[src/rtl/stepdir_generator.sv]
// Single-axis step/direction pulse generator with direction setup time,
// fixed pulse width, minimum-period clamp and signed position counter.
// Optional feature macro: POSITION_LIMIT_EN (soft position limits).
module stepdir_generator #(
  parameter int unsigned PERIOD_BITS     = 32,
  parameter int unsigned PULSE_TICKS     = 160,
  parameter int unsigned DIR_SETUP_TICKS = 40,
  parameter int unsigned POS_BITS        = 32
) (
  input  logic                   clk,
  input  logic                   rst,
  input  logic                   enable,
  input  logic [PERIOD_BITS-1:0] period,
  input  logic                   reverse,
  input  logic                   pos_load,
  input  logic [POS_BITS-1:0]    pos_value,
`ifdef POSITION_LIMIT_EN
  input  logic [POS_BITS-1:0]    limit_min,
  input  logic [POS_BITS-1:0]    limit_max,
  output logic                   at_limit,
`endif
  output logic                   step,
  output logic                   dir,
  output logic [POS_BITS-1:0]    position,
  output logic                   busy
);

  localparam int unsigned PW = $clog2(PULSE_TICKS + 1);
  localparam int unsigned SW = $clog2(DIR_SETUP_TICKS + 1);
  localparam logic [PERIOD_BITS-1:0] MIN_EFF = PERIOD_BITS'(PULSE_TICKS + 1);
  localparam logic [PW-1:0] PULSE_LOAD = PW'(PULSE_TICKS - 1);
  localparam logic [SW-1:0] SETUP_LOAD = SW'(DIR_SETUP_TICKS - 1);

  typedef enum logic [1:0] {
    IDLE   = 2'd0,
    DIRCHG = 2'd1,
    PULSE  = 2'd2,
    GAP    = 2'd3
  } state_t;

  state_t                 state_q, state_d;
  logic                   step_q, step_d;
  logic                   dir_q, dir_d;
  logic                   busy_q, busy_d;
  logic [POS_BITS-1:0]    position_q, position_d;
  logic [PERIOD_BITS-1:0] ticks_q, ticks_d;
  logic [PW-1:0]          pulse_cnt_q, pulse_cnt_d;
  logic [SW-1:0]          setup_cnt_q, setup_cnt_d;

  logic [PERIOD_BITS-1:0] eff_c;
  logic                   run_c;
  logic                   dir_match_c;
  logic                   due_c;
  logic                   limit_hit_c;
  logic                   fire_c;
  logic [POS_BITS-1:0]    pos_base_c;

  // Effective period, run request and GAP compare from the live inputs
  always_comb begin
    eff_c       = (period >= MIN_EFF) ? period : MIN_EFF;
    run_c       = enable && (period != '0);
    dir_match_c = (dir_q == ~reverse);
    due_c       = (ticks_q >= (eff_c - PERIOD_BITS'(1)));
  end

`ifdef POSITION_LIMIT_EN
  // A step in the current direction would leave the [limit_min, limit_max] window
  always_comb begin
    if (dir_q) limit_hit_c = ($signed(position_q) >= $signed(limit_max));
    else       limit_hit_c = ($signed(position_q) <= $signed(limit_min));
  end
`else
  // Limits compiled out: every step is allowed
  always_comb begin
    limit_hit_c = 1'b0;
  end
`endif

  // Next-state and registered-output logic
  always_comb begin
    state_d     = state_q;
    step_d      = 1'b0;
    dir_d       = dir_q;
    ticks_d     = ticks_q;
    pulse_cnt_d = pulse_cnt_q;
    setup_cnt_d = setup_cnt_q;
    fire_c      = 1'b0;

    unique case (state_q)
      IDLE: begin
        if (run_c) begin
          if (!dir_match_c) begin
            state_d     = DIRCHG;
            dir_d       = ~dir_q;
            setup_cnt_d = SETUP_LOAD;
          end else if (!limit_hit_c) begin
            fire_c = 1'b1;
          end
        end
      end
      DIRCHG: begin
        if (setup_cnt_q == '0) begin
          if (!run_c) begin
            state_d = IDLE;
          end else if (!limit_hit_c) begin
            fire_c = 1'b1;
          end else begin
            // Blocked right after a turn: park in GAP with the compare already due
            state_d = GAP;
            ticks_d = eff_c - PERIOD_BITS'(1);
          end
        end else begin
          setup_cnt_d = setup_cnt_q - SW'(1);
        end
      end
      PULSE: begin
        ticks_d = ticks_q + PERIOD_BITS'(1);
        if (pulse_cnt_q == '0) begin
          state_d = GAP;
        end else begin
          step_d      = 1'b1;
          pulse_cnt_d = pulse_cnt_q - PW'(1);
        end
      end
      GAP: begin
        if (!run_c) begin
          state_d = IDLE;
        end else if (due_c) begin
          if (!dir_match_c) begin
            state_d     = DIRCHG;
            dir_d       = ~dir_q;
            setup_cnt_d = SETUP_LOAD;
          end else if (!limit_hit_c) begin
            fire_c = 1'b1;
          end
          // Suppressed step: hold ticks so the compare stays due
        end else begin
          ticks_d = ticks_q + PERIOD_BITS'(1);
        end
      end
      default: state_d = IDLE;
    endcase

    if (fire_c) begin
      state_d     = PULSE;
      step_d      = 1'b1;
      ticks_d     = '0;
      pulse_cnt_d = PULSE_LOAD;
    end

    pos_base_c = pos_load ? pos_value : position_q;
    if (fire_c) position_d = pos_base_c + (dir_q ? POS_BITS'(1) : {POS_BITS{1'b1}});
    else        position_d = pos_base_c;

    busy_d = (state_d != IDLE);
  end

  // State and output registers
  always_ff @(posedge clk) begin
    if (rst) begin
      state_q     <= IDLE;
      step_q      <= 1'b0;
      dir_q       <= 1'b1;
      busy_q      <= 1'b0;
      position_q  <= '0;
      ticks_q     <= '0;
      pulse_cnt_q <= '0;
      setup_cnt_q <= '0;
    end else begin
      state_q     <= state_d;
      step_q      <= step_d;
      dir_q       <= dir_d;
      busy_q      <= busy_d;
      position_q  <= position_d;
      ticks_q     <= ticks_d;
      pulse_cnt_q <= pulse_cnt_d;
      setup_cnt_q <= setup_cnt_d;
    end
  end

`ifdef POSITION_LIMIT_EN
  logic at_limit_q, at_limit_d;
  logic block_c;

  // Flag set while a due step is being suppressed; cleared by a step or by stopping
  always_comb begin
    block_c = run_c && limit_hit_c &&
              (((state_q == IDLE) && dir_match_c) ||
               ((state_q == GAP) && due_c && dir_match_c) ||
               ((state_q == DIRCHG) && (setup_cnt_q == '0)));
    at_limit_d = at_limit_q;
    if (!run_c || fire_c) at_limit_d = 1'b0;
    else if (block_c)     at_limit_d = 1'b1;
  end

  // Limit flag register
  always_ff @(posedge clk) begin
    if (rst) at_limit_q <= 1'b0;
    else     at_limit_q <= at_limit_d;
  end

  assign at_limit = at_limit_q;
`endif

  assign step     = step_q;
  assign dir      = dir_q;
  assign busy     = busy_q;
  assign position = position_q;

endmodule
[config.mk]
export PLATFORM = sky130hd
export DESIGN_NAME = stepdir_generator
export DESIGN_NICKNAME = d
export VERILOG_FILES = /design/src/rtl/stepdir_generator.sv
export SDC_FILE = /design/constraint.sdc
export NUM_CORES = 1
export LEC_CHECK = 0
export CAP_MARGIN = 20
export CORE_MARGIN = 1.5
export CORE_UTILIZATION = 50
export CTS_CLUSTER_DIAMETER = 120
export DETAILED_ROUTE_END_ITERATION = 8
export PLACE_DENSITY = 0.78
export SLEW_MARGIN = 15
export SYNTH_ARGS = -nofsm -noshare
export SYNTH_HDL_FRONTEND = slang
export SYNTH_SLANG_ARGS = --single-unit
[constraint.sdc]
create_clock -name clk -period 7.3 [get_ports clk]
set_clock_uncertainty 0.2 [all_clocks]
set_input_delay 2.19 -clock clk [delete_from_list [all_inputs] [get_ports clk]]
set_output_delay 2.19 -clock clk [all_outputs]
set_load 0.01 [all_outputs]
==> results.cfg <==
[grt]
gr-total-overflow = 0
grt_util_all_layers_pct = 28.18
grt_first_pass_wirelength_um = 33550
antenna_found_initial = 0
grt_pass1_vias = 7043
grt_max_degree = 48

[power]
ir_drop_mv = 0.2130
clkPwrFrac_pct = 13.3
p_int_w = 0.001838
p_sw_w = 0.001368
power_leakage_nw = 4.121
p_seq_share_pct = 20.0
power_frac_comb_pct = 66.6
p_per_area_nw_per_um2 = 319.6
swShare_pct = 42.68

[routing]
top_layer_used = met4
wl_per_cell_um = 17.60
met3_length_um = 1152
antenna_left = 0
drc = 0
wl_met2_um = 10730
wl_um = 21450
dr.pass1.iters = 5
drt_iter0_drc = 395
vias_per_cell = 5.886
num_vias = 7175
wl_met1_um = 9025

[synthesis]
synthArstFlopShare_pct = 0
synth.net_count = 994
ys_types = 71
synth_edf_count = 0
yosys_most_used_dff = dfxtp_1
ys_seq_area_share_pct = 24.05
synth_cells = 851
synth_area_per_cell_um2 = 8.119
netlist_area_um2 = 6909
yosys_register_bits = 83
yosysWarnings = 0

[finish]
layout_common_cells = clkdlybuf4s50_1 (92), dfxtp_1 (83), nor2_1 (82)
syn_to_final_growth_pct = 45.18
drive_gt1_share_pct = 25.31
nFillCells = 920
final_nets = 1183
seqCellArea_um2 = 1662
diodes = 0
layout_commonest_cell = clkdlybuf4s50_1
final_core_util_pct = 75.15
multi_input_area_um2 = 5535

[setup_path]
crit_type = in -> reg
cpMostUsedCell = or4_4
cp_slowest_stage_delay_ps = 530
r2r-end = position[31]
crit_path_cell_trace = buf_6, or4_4, or4b_4, or4_4, a21o_1, nand2_1, ha_2, nand4_1, or3_4, buf_12, nor4_4, xnor2_1, ha_1, nand4_1, nor4_4, o211ai_1, o21ai_1, buf_4, a21oi_2, or4_4, or3_1, a21oi_1
reg2regPathDepth = 12
critPathBufInv = 3
r2r_slack_ps = 2950
arrival_ps = 7850
crit_path_max_fanout = 5
cp_slowest_cell = or4_4
r2r-start = dir
startpoint_type = input port
endpoint_kind = flip-flop
required_ps = 7350
critPathTopFamily = simple AND/OR/NAND/NOR gates

[floorplan]
ios = 104
rows = 42
die-area_um2 = 14530
fp.dieH_um = 120.6
start_util_pct = 51.76
core_area_um2 = 13350
die_x_um = 120.6

[sta]
maxSlewViolCount = 0
period_share_pct = 106.8
fmax_ghz = 0.1282
tightest_slew_ps = 1027
period_needed_ps = 7798
setup_viol = 83
fin_ws_ps = -498.2
hold_viol = 0
rsz0062_at_grt = yes
slew_headroom_pct = 31.51

[job]
drv_cap = 0

[worst_hold_path]
hp-class = reg -> reg
hold_end = setup_cnt_q[0]
hold_path_depth = 1
hp-start = setup_cnt_q[0]

[placed_design]
dp_hpwl_um = 12760
dp_slack_ps = -771.0
gp_congestion = 0.8459
port_buffers = 103

[clock_network]
cts_buffers = 9
cts_tree = yes
path_clk_slew_ps = 60
cts_root_buf = clkbuf_16
h-tree-depth = 3
clkLatencyLatePin_ps = 340
clockBufferDepth = 2
cts.sinks = 83

[outcome]
status = complete, but fails checks
failed_checks = setup timing
## worst max-delay path by stage
stage,from,to,cells after the start
after floorplan,period[23],setup_cnt_q[3],20
after global placement,period[23],setup_cnt_q[3],21
after detailed placement,period[23],setup_cnt_q[3],21
after CTS,period[26],setup_cnt_q[4],21
after global routing,period[26],setup_cnt_q[3],22
final,period[26],setup_cnt_q[3],22
## metrics by stage
stage | total power (W) | instance area (µm²) | hold slack [ps] | std cells | TNS, ps
after floorplan | 0.001774 | 7007 | 257.8 | 851 | -813.6
after global placement | 0.002225 | 8592 | 278.9 | 1161 | -31280
after detailed placement | 0.002244 | 8592 | 287.2 | 1161 | -43090
after CTS | 0.003027 | 9627 | 301.7 | 1207 | -11980
after global routing | 0.003396 | 10030 | 338.6 | 1219 | -43130
final | 0.003206 | 10030 | 312.7 | 1219 | -27480
## cell families after synthesis
kind of cell	count (synthesis)	synth area share [%]
AO/OA/AOI/OAI	200	18.54
buffers and inverters	61	4.201
adder cells (fa/ha/maj)	74	13.51
AND/OR/NAND/NOR	316	23.67
XOR/XNOR	83	10.52
multiplexers	34	5.505
flip-flops	83	24.05
## power groups by stage
stage	Combinational [W]	Sequential, W	Clock (W)
finish	0.00214	0.000642	0.000428
global route	0.00229	0.000656	0.000448
CTS	0.00196	0.000636	0.000431
detailed placement	0.00160	0.000642	0
global placement	0.00158	0.000642	0
floorplan	0.00111	0.000663	0
## timing repair
| action | CTS | global route |
|---|---|---|
| pin swaps | 60 | 65 |
| setup buffers | 23 | 16 |
| setup endpoints to repair | 82 | 83 |
| cloned | 10 | 3 |
| hold buffers | 0 | 0 |
| resized for setup | 92 | 77 |
## synth_stat cells (3+ instances only)
cell       count  area (µm²)
nand3b_1       5       37.54
nor4_1        17       106.4
buf_2          7       35.03
o21ai_0       31       155.2
a21oi_1       75       375.4
or3_1         16       100.1
buf_6          6       67.56
o211ai_1       3       22.52
and2_1         7       43.79
nand2b_1       8       50.05
inv_1         28       105.1
a21o_1        23       172.7
a311oi_1       3       26.28
nor3_1        29       145.1
and3_1         8       50.05
clkbuf_1      17       63.81
xor2_1        24       210.2
nand2_1       51       191.4
dfxtp_1       83        1662
xnor2_1       59       516.8
mux2_2        31       349.1
a211oi_1      28       210.2
nor2_1        94       352.8
nand4_1       15       93.84
nor3b_1        5       37.54
a31oi_1        5       31.28
nor4b_1        4       35.03
nand3_1       24       120.1
a2111oi_0      3       26.28
ha_1          73       913.4
or2_2          4       25.02
nor2b_1        5       31.28
or4_1         10       75.07
## registers in the layout, summed over array words and instances (netlist names)
register     count
setup_cnt_q      6
busy             1
ticks_q         32
position        32
state_q          2
dir              1
step             1
pulse_cnt_q      8
## metal layers
metal	vias to the layer above	track usage (%)
met4	0	9.485
met5	-	0
li1	3498	-
met3	45	4.009
met2	252	49.61
met1	3380	35.20
## layout make-up
| type | instances | area share (%) |
|---|---|---|
| clock inverter | 3 | 0.1497 |
| timing repair buffer | 211 | 22.34 |
| clock buffer | 11 | 2.520 |
| multi-input combinational | 707 | 55.18 |
| tap | 176 | 2.195 |
| inverter | 28 | 1.048 |
| sequential | 83 | 16.56 |
Power figures use the tool's default switching activity.
